## config.mk

```make
export PLATFORM = sky130hd
export DESIGN_NAME = acumulador_somador4
export DESIGN_NICKNAME = d
export VERILOG_FILES = /design/src/rtl/acumulador_somador4.sv
export SDC_FILE = /design/constraint.sdc
export NUM_CORES = 1
export LEC_CHECK = 0
export ABC_AREA = 1
export BUFFER_PORTS_ARGS = -buffer_cell sky130_fd_sc_hd__buf_2
export CORE_AREA = 3 3 43 45
export CTS_BUF_LIST = sky130_fd_sc_hd__clkbuf_16
export DETAILED_ROUTE_END_ITERATION = 7
export DIE_AREA = 0 0 46 48
export PLACE_DENSITY = 0.76
export REMOVE_ABC_BUFFERS = 1
export SLEW_MARGIN = 20
export SYNTH_ARGS = -nofsm -noshare
export SYNTH_HDL_FRONTEND = slang
export SYNTH_SLANG_ARGS = --single-unit
export TNS_END_PERCENT = 30
```

## constraint.sdc

```tcl
create_clock -name i_clk -period 2 [get_ports i_clk]
set_input_delay 0.3 -clock i_clk [delete_from_list [all_inputs] [get_ports i_clk]]
set_output_delay 0.3 -clock i_clk [all_outputs]
set_load 0.01 [all_outputs]
```

## src/rtl/acumulador_somador4.sv

```systemverilog
// Accumulating controller wrapped around an external combinational ripple adder:
// feeds A/B/Cin, captures S/Cout/C3, and folds N_OPS operands into one registered sum.
module acumulador_somador4 #(
  parameter int unsigned WIDTH = 4,
  parameter int unsigned N_OPS = 4
) (
  input  logic             i_clk,
  input  logic             i_rst,
  input  logic             i_start,
  input  logic             i_in_valid,
  output logic             o_in_ready,
  input  logic [WIDTH-1:0] i_in_data,
  input  logic             i_in_sub,
  output logic [WIDTH-1:0] o_add_a,
  output logic [WIDTH-1:0] o_add_b_c,
  output logic             o_add_cin_c,
  input  logic [WIDTH-1:0] i_add_s,
  input  logic             i_add_cout,
  input  logic             i_add_c3,
  output logic [WIDTH-1:0] o_result,
  output logic             o_carry_flag,
  output logic             o_overflow_flag,
  output logic             o_out_valid,
  input  logic             i_out_ready,
  output logic             o_busy
);

  // Wide enough to hold N_OPS itself, so the counter never wraps mid-run.
  localparam int unsigned CNT_W = $clog2(N_OPS + 1);

  typedef enum logic [1:0] {
    ST_IDLE  = 2'd0,
    ST_ACCUM = 2'd1,
    ST_DONE  = 2'd2
  } state_t;

  state_t             r_state;
  state_t             w_state_nxt;
  logic [WIDTH-1:0]   r_result;
  logic [WIDTH-1:0]   w_result_nxt;
  logic               r_carry;
  logic               w_carry_nxt;
  logic               r_ovf;
  logic               w_ovf_nxt;
  logic [CNT_W-1:0]   r_cnt;
  logic [CNT_W-1:0]   w_cnt_nxt;
  logic               r_in_ready;
  logic               r_out_valid;
  logic               r_busy;
  logic               w_accept;

  // Adder operand path; subtraction is A + ~B + 1.
  assign o_add_a     = r_result;
  assign o_add_b_c   = i_in_sub ? ~i_in_data : i_in_data;
  assign o_add_cin_c = i_in_sub;

  assign w_accept = i_in_valid & r_in_ready;

  // Next-state and datapath update.
  always_comb begin
    w_state_nxt  = r_state;
    w_result_nxt = r_result;
    w_carry_nxt  = r_carry;
    w_ovf_nxt    = r_ovf;
    w_cnt_nxt    = r_cnt;
    case (r_state)
      ST_IDLE: begin
        if (i_start) begin
          w_result_nxt = '0;
          w_carry_nxt  = 1'b0;
          w_ovf_nxt    = 1'b0;
          w_cnt_nxt    = '0;
          w_state_nxt  = ST_ACCUM;
        end
      end
      ST_ACCUM: begin
        if (w_accept) begin
          w_result_nxt = i_add_s;
          // Borrow on subtract is the absence of carry-out.
          w_carry_nxt  = r_carry | (i_in_sub ? ~i_add_cout : i_add_cout);
          w_ovf_nxt    = r_ovf | (i_add_cout ^ i_add_c3);
          w_cnt_nxt    = r_cnt + CNT_W'(1);
          if (r_cnt == CNT_W'(N_OPS - 1)) begin
            w_state_nxt = ST_DONE;
          end
        end
      end
      ST_DONE: begin
        if (i_out_ready) begin
          w_state_nxt = ST_IDLE;
        end
      end
      default: begin
        w_state_nxt = ST_IDLE;
      end
    endcase
  end

  // State, datapath and handshake registers; handshakes follow the next state.
  always_ff @(posedge i_clk) begin
    if (i_rst) begin
      r_state     <= ST_IDLE;
      r_result    <= '0;
      r_carry     <= 1'b0;
      r_ovf       <= 1'b0;
      r_cnt       <= '0;
      r_in_ready  <= 1'b0;
      r_out_valid <= 1'b0;
      r_busy      <= 1'b0;
    end else begin
      r_state     <= w_state_nxt;
      r_result    <= w_result_nxt;
      r_carry     <= w_carry_nxt;
      r_ovf       <= w_ovf_nxt;
      r_cnt       <= w_cnt_nxt;
      r_in_ready  <= (w_state_nxt == ST_ACCUM);
      r_out_valid <= (w_state_nxt == ST_DONE);
      r_busy      <= (w_state_nxt != ST_IDLE);
    end
  end

  assign o_in_ready      = r_in_ready;
  assign o_out_valid     = r_out_valid;
  assign o_busy          = r_busy;
  assign o_result        = r_result;
  assign o_carry_flag    = r_carry;
  assign o_overflow_flag = r_ovf;

endmodule

```

==> results of run 1 <==
==> flip-flops by register name, indices dropped and copies added, names as in the netlist <==
name,flops
o_overflow_flag,1
o_out_valid,1
r_cnt,3
o_busy,1
o_carry_flag,1
o_add_a,4
r_state,2
o_in_ready,1
==> worst max-delay path, stage by stage, from the launching register on <==
cell	delay (ps)
dfxtp_1	320
ha_1	200
ha_1	270
inv_1	50
nand2_1	40
a21oi_1	120
==> stage by stage <==
stage | area [um^2] | hold slack, ps | worst slack, ps | utilization [%]
2_1_floorplan | 630.6 | 369.1 | 984.5 | -
3_3_place_gp | 815.8 | 436.5 | 954.8 | 54.15
3_5_place_dp | 815.8 | 437.8 | 921.9 | 54.15
4_1_cts | 894.6 | 307.4 | 911.7 | 59.39
5_1_grt | 894.6 | 315.1 | 831.8 | 59.39
6_report | 894.6 | 308.8 | 928.4 | 59.39
==> how the worst max path moves through the flow <==
stage	start	endpoint	slack [ps]	cells past startpoint
5_1_grt	r_cnt[0]	r_cnt[2]	830	5
4_1_cts	r_cnt[0]	r_cnt[2]	910	5
2_1_floorplan	r_cnt[0]	r_cnt[2]	980	5
3_5_place_dp	r_cnt[0]	r_cnt[2]	920	5
3_3_place_gp	i_in_sub	o_add_b_c[2]	950	3
6_report	r_cnt[0]	r_cnt[2]	930	5
==> power groups by stage <==
stage               Combinational (mW)  Clock (mW)  Sequential [mW]
floorplan                       0.0413           0            0.304
global placement                0.0863           0            0.300
detailed placement              0.0877           0            0.300
CTS                             0.0878       0.382            0.295
global route                    0.0967       0.397            0.295
finish                          0.0860       0.374            0.295
==> synth_stat cells (all sizes together) <==
master and count:
a21oi 8, buf 6, dfxtp 14, ha 2
inv 15, nand2 29, nand3 3, nand4 1
nor2 4, o21ai 2, xor2 4
==> layer usage <==
metal / vias up / track usage (%) / wire, um
met5: - / 0 / 0
met4: 0 / 10.23 / 30
met3: 2 / 4.887 / 172
met2: 30 / 22.53 / 607
met1: 262 / 13.00 / 469
li1: 321 / - / -
==> final cells by class <==
type | instances | area (um^2)
inverters | 15 | 56.30
flip-flops and latches | 14 | 280.3
fillers | 146 | 611.8
clock buffers | 3 | 75.07
multi-input cells | 53 | 294.0
clock inverters | 1 | 3.754
well taps | 16 | 20.02
repair buffers | 33 | 165.2
==> cells by family (layout without fill, tap and decap cells) <==
| family | after synthesis | in the layout |
|---|---|---|
| xor gates and xnor gates | 4 | 4 |
| adders and majority gates | 2 | 2 |
| buffers and inverters | 21 | 52 |
| and+or+nand+nor | 37 | 37 |
| AOI/OAI and AO/OA | 10 | 10 |
| DFF | 14 | 14 |
==> impl_table.tex, run 1 <==
\begin{tabular}{lr}
\hline
Metric & Value \\
\hline
\multicolumn{2}{l}{\textbf{GRT}} \\
\quad Tot GR Track Use & 13.24\% \\
\quad Initial antenna violation count & 0 \\
\quad Via count of the first global-routing pass & 530 \\
\quad Aggregate global routing overflow & 0 \\
\quad Wire length of the first global-routing pass & 1980 um \\
\quad Pin count of the biggest net entering global routing & 9 \\
\multicolumn{2}{l}{\textbf{Timing}} \\
\quad Final worst path period need & 1072 ps \\
\quad Total Negative Setup Slacks & 0 ps \\
\quad Fin. max-slew vios & 0 \\
\quad Fin. Hold Viols & 0 \\
\quad Worst-margin pin slew & 240.9 ps \\
\quad Share of the cycle needed by the critical path after routing & 53.58\% \\
\quad RSZ-0062 raised after global routing & false \\
\quad Max\_slew headroom & 83.77\% \\
\quad Maximum frequency from static timing analysis & 933.2 MHz \\
\quad Max Clock Skew & 2.378 ps \\
\quad Number of setup violations in the final report & 0 \\
\multicolumn{2}{l}{\textbf{Power and ir drop}} \\
\quad P\_sw & 0.1657 mW \\
\quad Worst VDD drop & 591.9 uV \\
\quad Sequential share of power & 39.0\% \\
\quad Internal cell power & 0.5895 mW \\
\quad Switching share of power & 21.94\% \\
\quad Pwr dens & 844.2 mW/mm\^{}2 \\
\quad Part of the power in combinational logic & 11.4\% \\
\quad Clock Power Share & 49.6\% \\
\quad Total design power & 0.7552 mW \\
\quad Static leakage & 0.5111 nW \\
\multicolumn{2}{l}{\textbf{Route}} \\
\quad Drc violations & 0 \\
\quad Count of vias placed by the detailed router & 615 \\
\quad Detailed-route wire length & 1280 um \\
\quad Number of detailed-routing iterations run before antenna repair & 4 \\
\quad Per-cell routed wire length & 9.481 um \\
\quad Number of violations reported at the end of detailed-routing iteration 0 & 4 \\
\quad Number of nets with antenna violations after routing & 0 \\
\quad Post-DR vias/cell & 4.556 \\
\multicolumn{2}{l}{\textbf{CTS}} \\
\quad Number of cells upsized or downsized after cts & 0 \\
\quad Post-CTS repair timing setup buffer count & 0 \\
\quad Clk sinks & 14 \\
\quad Hold Buf Count CTS & 0 \\
\quad Maximum level of the CTS H-tree & 1 \\
\quad Clock network latency to the later pin of the worst-skew pair & 240 ps \\
\quad Clock input transition at the sequential cells of the worst setup and hold paths & 40 ps \\
\quad Bufs on Longest Clock Path & 2 \\
\quad Root Buffer Master & clkbuf\_16 \\
\quad Clock tree from TritonCTS & done \\
\quad TritonCTS buffer count & 3 \\
\multicolumn{2}{l}{\textbf{Synth}} \\
\quad Main combinational cell family by area after synthesis & simple AND/OR/NAND/NOR gates \\
\quad Synthesized-area fraction occupied by adder cells & 3.717\% \\
\quad Synthesized instance count & 88 \\
\quad Share of the yosys chip area belonging to registers & 41.64\% \\
\quad Synthesized area per cell & 7.649 um\^{}2 \\
\quad Biggest area consumer among synthesized cells & dfxtp\_1 \\
\quad Number of synthesized register bits & 14 \\
\quad Share of the synthesized netlist area taken by xor and xnor gates & 5.204\% \\
\quad Area share of the largest cell type after synthesis & 41.64\% \\
\quad Number of library cell types mapped by synthesis & 15 \\
\quad Yosys warnings & 0 \\
\quad Fraction of the mapped netlist area in compound gates & 7.435\% \\
\quad Fraction of synthesized area in multiplexers & 0\% \\
\quad Area of the mapped netlist & 673.1 um\^{}2 \\
\quad Top area cells in the synthesized netlist & dfxtp\_1, nand2\_1, inv\_1 \\
\quad Post-synthesis share of cell area spent on and, or, nand and nor gates & 27.32\% \\
\multicolumn{2}{l}{\textbf{Worst hold path}} \\
\quad Class of the worst hold path & in2reg \\
\quad Worst Hold Endpoint & o\_add\_a[2] \\
\quad Hold Startpoint & i\_add\_s[2] \\
\quad Worst Hold Path Cells & 3 \\
\multicolumn{2}{l}{\textbf{Worst setup path}} \\
\quad Data arrival at the endpoint of the critical path & 1240 ps \\
\quad Flop-to-flop setup slack & 930 ps \\
\quad RR Startpoint & r\_cnt[0] \\
\quad Data required time of the critical path & 2170 ps \\
\quad Critical Setup Path Class & reg2reg \\
\quad FF-to-FF End & r\_cnt[2] \\
\quad Crit path capture type & register \\
\quad Startpoint kind of the worst setup timing path & register \\
\quad Number of cells on the worst reg-to-reg path & 5 \\
\quad CP max FO & 3 \\
\multicolumn{2}{l}{\textbf{Floorplan}} \\
\quad Die Area & 0.002208 mm\^{}2 \\
\quad Count of pins on the block boundary & 34 \\
\quad Site Rows & 14 \\
\quad Y dimension of the die & 48 um \\
\quad Horizontal die dimension & 46 um \\
\quad Starting density of the core & 44.68\% \\
\quad Core region area & 0.001506 mm\^{}2 \\
\multicolumn{2}{l}{\textbf{Placement}} \\
\quad Detailed placement HPWL & 1041 um \\
\quad Cell total after placement & 131 \\
\quad Global placer's final weighted congestion & 0.6829 \\
\quad PortBufs & 33 \\
\multicolumn{2}{l}{\textbf{Status}} \\
\quad Outcome & complete, no violations \\
\multicolumn{2}{l}{\textbf{Finish}} \\
\quad Final cell count without fillers & 135 \\
\quad Layout cells sized above 1 & 36.97\% \\
\quad Net count of the finished layout & 138 \\
\quad Most frequent standard cell in the layout excluding fill and tap cells & buf\_2 \\
\quad Number of diodes added for antenna fixing & 0 \\
\quad Top library cells by usage in the layout, fill and taps aside & buf\_2, nand2\_1, inv\_1 \\
\quad Synth-to-layout area growth & 32.90\% \\
\multicolumn{2}{l}{\textbf{Flow run}} \\
\quad Number of max-cap violations & 0 \\
\hline
\end{tabular}
(Power assumes the default switching activity.)
==> run 2, diff against run 1 <==
Settings changed: CORE_AREA 3 3 43 45 to 3 3 44 46, DIE_AREA 0 0 46 48 to 0 0 47 49, PLACE_DENSITY 0.76 to 0.73.
Clock period 2 ns to 1.05 ns, I/O delays scaled along.
==> run 2 against run 1 <==
Cell area is 5.5% higher. Flip-flop and latch count stayed put. Fmax is 5.3% higher. Largest cell class unchanged.
==> impl_table.tex, run 2 (same netlist as run 1, synthesis figures left out) <==
\begin{tabular}{lr}
\hline
Metric & Value \\
\hline
\multicolumn{2}{l}{\textbf{CTS}} \\
\quad Clock input transition at the sequential cells of the worst setup and hold paths & 50 ps (about the same) \\
\quad Clock network latency to the later pin of the worst-skew pair & 240 ps (about the same) \\
\quad Root Buffer Master & clkbuf\_16 \\
\quad Clock tree from TritonCTS & done \\
\quad Clk sinks & 14 (unchanged) \\
\quad Maximum level of the CTS H-tree & 1 (unchanged) \\
\quad TritonCTS buffer count & 3 (unchanged) \\
\quad Bufs on Longest Clock Path & 2 (unchanged) \\
\multicolumn{2}{l}{\textbf{Timing}} \\
\quad Total Negative Setup Slacks & 0 ps (unchanged) \\
\quad Share of the cycle needed by the critical path after routing & 96.91\% (+43 points) \\
\quad Worst-margin pin slew & 225.8 ps (-15.11 ps) \\
\quad Final worst path period need & 1018 ps (-54.02 ps) \\
\quad Fin. Hold Viols & 0 (unchanged) \\
\quad Max Clock Skew & 4.628 ps (+2.251 ps) \\
\quad Max\_slew headroom & 84.79\% (+1.0 points) \\
\quad Final setup margin & 32.47 ps (-896.0 ps) \\
\quad Fin. max-slew vios & 0 (unchanged) \\
\quad Maximum frequency from static timing analysis & 982.8 MHz (+5.3\%) \\
\quad Number of setup violations in the final report & 0 (unchanged) \\
\multicolumn{2}{l}{\textbf{Placement}} \\
\quad PortBufs & 33 (unchanged) \\
\quad Pre-CTS WS & -38.21 ps (-960.1 ps) \\
\quad Detailed placement HPWL & 1056 um (+1.4\%) \\
\quad Global placer's final weighted congestion & 0.7128 (+4.4\%) \\
\multicolumn{2}{l}{\textbf{Finish}} \\
\quad Number of diodes added for antenna fixing & 0 (unchanged) \\
\quad Net count of the finished layout & 139 (+0.72\%) \\
\quad Synth-to-layout area growth & 40.15\% \\
\quad Layout cells sized above 1 & 44.54\% (+7.6 points) \\
\quad Number of flip-flops in the largest register & 4 (unchanged) \\
\quad Filler instances & 139 (-4.8\%) \\
\quad Most frequent standard cell in the layout excluding fill and tap cells & buf\_2 \\
\quad Top library cells by usage in the layout, fill and taps aside & buf\_2, nand2\_1, inv\_1 \\
\quad Utilization after layout & 61.20\% (+1.8 points) \\
\multicolumn{2}{l}{\textbf{Power and ir drop}} \\
\quad Worst VDD drop & 1069 uV (+81\%) \\
\quad Static leakage & 0.5203 nW (+1.8\%) \\
\quad Pwr dens & 1523 mW/mm\^{}2 (+80\%) \\
\quad Total design power & 1.436 mW (+90\%) \\
\multicolumn{2}{l}{\textbf{Route}} \\
\quad Per-cell routed wire length & 10.24 um (+8.0\%) \\
\quad Detailed-route wire length & 1383 um (+8.0\%) \\
\quad Number of nets with antenna violations after routing & 0 (unchanged) \\
\quad Post-DR vias/cell & 4.563 (+0.16\%) \\
\quad Count of vias placed by the detailed router & 616 (+0.16\%) \\
\quad Drc violations & 0 (unchanged) \\
\quad Number of detailed-routing iterations run before antenna repair & 2 (-2) \\
\quad Number of violations reported at the end of detailed-routing iteration 0 & 2 (-2) \\
\multicolumn{2}{l}{\textbf{Floorplan}} \\
\quad Die Area & 0.002303 mm\^{}2 (+4.3\%) \\
\quad Horizontal die dimension & 47 um (+2.2\%) \\
\quad Count of pins on the block boundary & 34 (unchanged) \\
\quad Starting density of the core & 43.67\% (-1.0 points) \\
\quad Site Rows & 14 (unchanged) \\
\quad Core region area & 0.001541 mm\^{}2 (+2.3\%) \\
\quad Y dimension of the die & 49 um (+2.1\%) \\
\multicolumn{2}{l}{\textbf{Worst setup path}} \\
\quad Startpoint kind of the worst setup timing path & register \\
\quad Data required time of the critical path & 1180 ps (-990 ps) \\
\quad Crit path capture type & register \\
\quad Number of cells on the worst reg-to-reg path & 5 (unchanged) \\
\quad Data arrival at the endpoint of the critical path & 1150 ps (-90 ps) \\
\quad CP max FO & 3 (unchanged) \\
\quad Critical Setup Path Class & reg2reg \\
\multicolumn{2}{l}{\textbf{GRT}} \\
\quad Initial antenna violation count & 0 (unchanged) \\
\quad Wire length of the first global-routing pass & 2035 um (+2.8\%) \\
\quad Aggregate global routing overflow & 0 (unchanged) \\
\quad Tot GR Track Use & 12.69\% (-0.55 points) \\
\quad Pin count of the biggest net entering global routing & 9 (unchanged) \\
\quad Via count of the first global-routing pass & 515 (-2.8\%) \\
\multicolumn{2}{l}{\textbf{Flow run}} \\
\quad Number of max-cap violations & 0 (unchanged) \\
\multicolumn{2}{l}{\textbf{Worst hold path}} \\
\quad Worst Hold Path Cells & 2 (-1) \\
\quad Class of the worst hold path & in2reg \\
\multicolumn{2}{l}{\textbf{Status}} \\
\quad Outcome & complete, no violations \\
\hline
\end{tabular}
[run 2: cell count changes in the layout (fill, tap and decap cells not counted), moves of 2 or more]
| cell | before | now |
|---|---|---|
| ha_1 | 2 | 0 |
| ha_4 | 0 | 2 |
| dfxtp_2 | 0 | 3 |
| dfxtp_1 | 14 | 11 |
[run 2: layer usage]
layer | up-vias | part of all wire [%] | global-route usage (%) | routed length (um)
li1 | 324 | - | - | -
met1 | 257 | 39 | 13.68 | 545
met2 | 30 | 45 | 18.55 | 618
met3 | 5 | 12 | 3.321 | 163
met4 | 0 | 4.0 | 12.44 | 56
met5 | - | 0 | 0 | 0
[run 2: path summary, 6_finish.rpt]
kind / slack [ps] / startpoint / endpoint
worst max-delay path: 30 / r_cnt[1] / o_busy
worst min-delay path: 170 / i_rst / r_cnt[2]
worst max register to register: 30 / r_cnt[1] / o_busy
worst min register to register: 450 / o_carry_flag / o_carry_flag
[run 2: power breakdown]
part           leakage (nW)  internal, mW  switching, mW
clock network        0.0370         0.497          0.203
registers             0.115         0.552         0.0126
logic                 0.368        0.0746         0.0983
total                 0.520          1.12          0.314
[run 2: critical path, stage by stage, from the launching register on]
cell and delay [ps]:
dfxtp_2 360, ha_4 140, ha_4 120, nand4_1 130, nand3_2 100, nand2_1 50
[run 2: timing repair]
action                                 in CTS  in global routing
pin swaps                                   1                  2
setup buffers                               1                  0
resized for setup                           4                  7
setup endpoints to repair                   6                  9
hold buffers                                0                  0
endpoints found under the hold margin       0                  0
[run 2: area by class of cell]
class,instances,area (um^2),share of cell area [%]
tap,16,20.02,2.122
clock buffer,3,75.07,7.958
timing repair buffer,34,172.7,18.30
multi-input combinational,53,335.3,35.54
sequential,14,284.0,30.11
inverter,15,56.30,5.968
[run 2: through the flow]
step	hold WS (ps)	instances	instance area (um^2)
2_1_floorplan	226.6	82	630.6
3_3_place_gp	410.4	131	815.8
3_5_place_dp	416.6	131	815.8
4_1_cts	166.0	135	908.4
5_1_grt	170.1	135	943.4
6_report	166.4	135	943.4
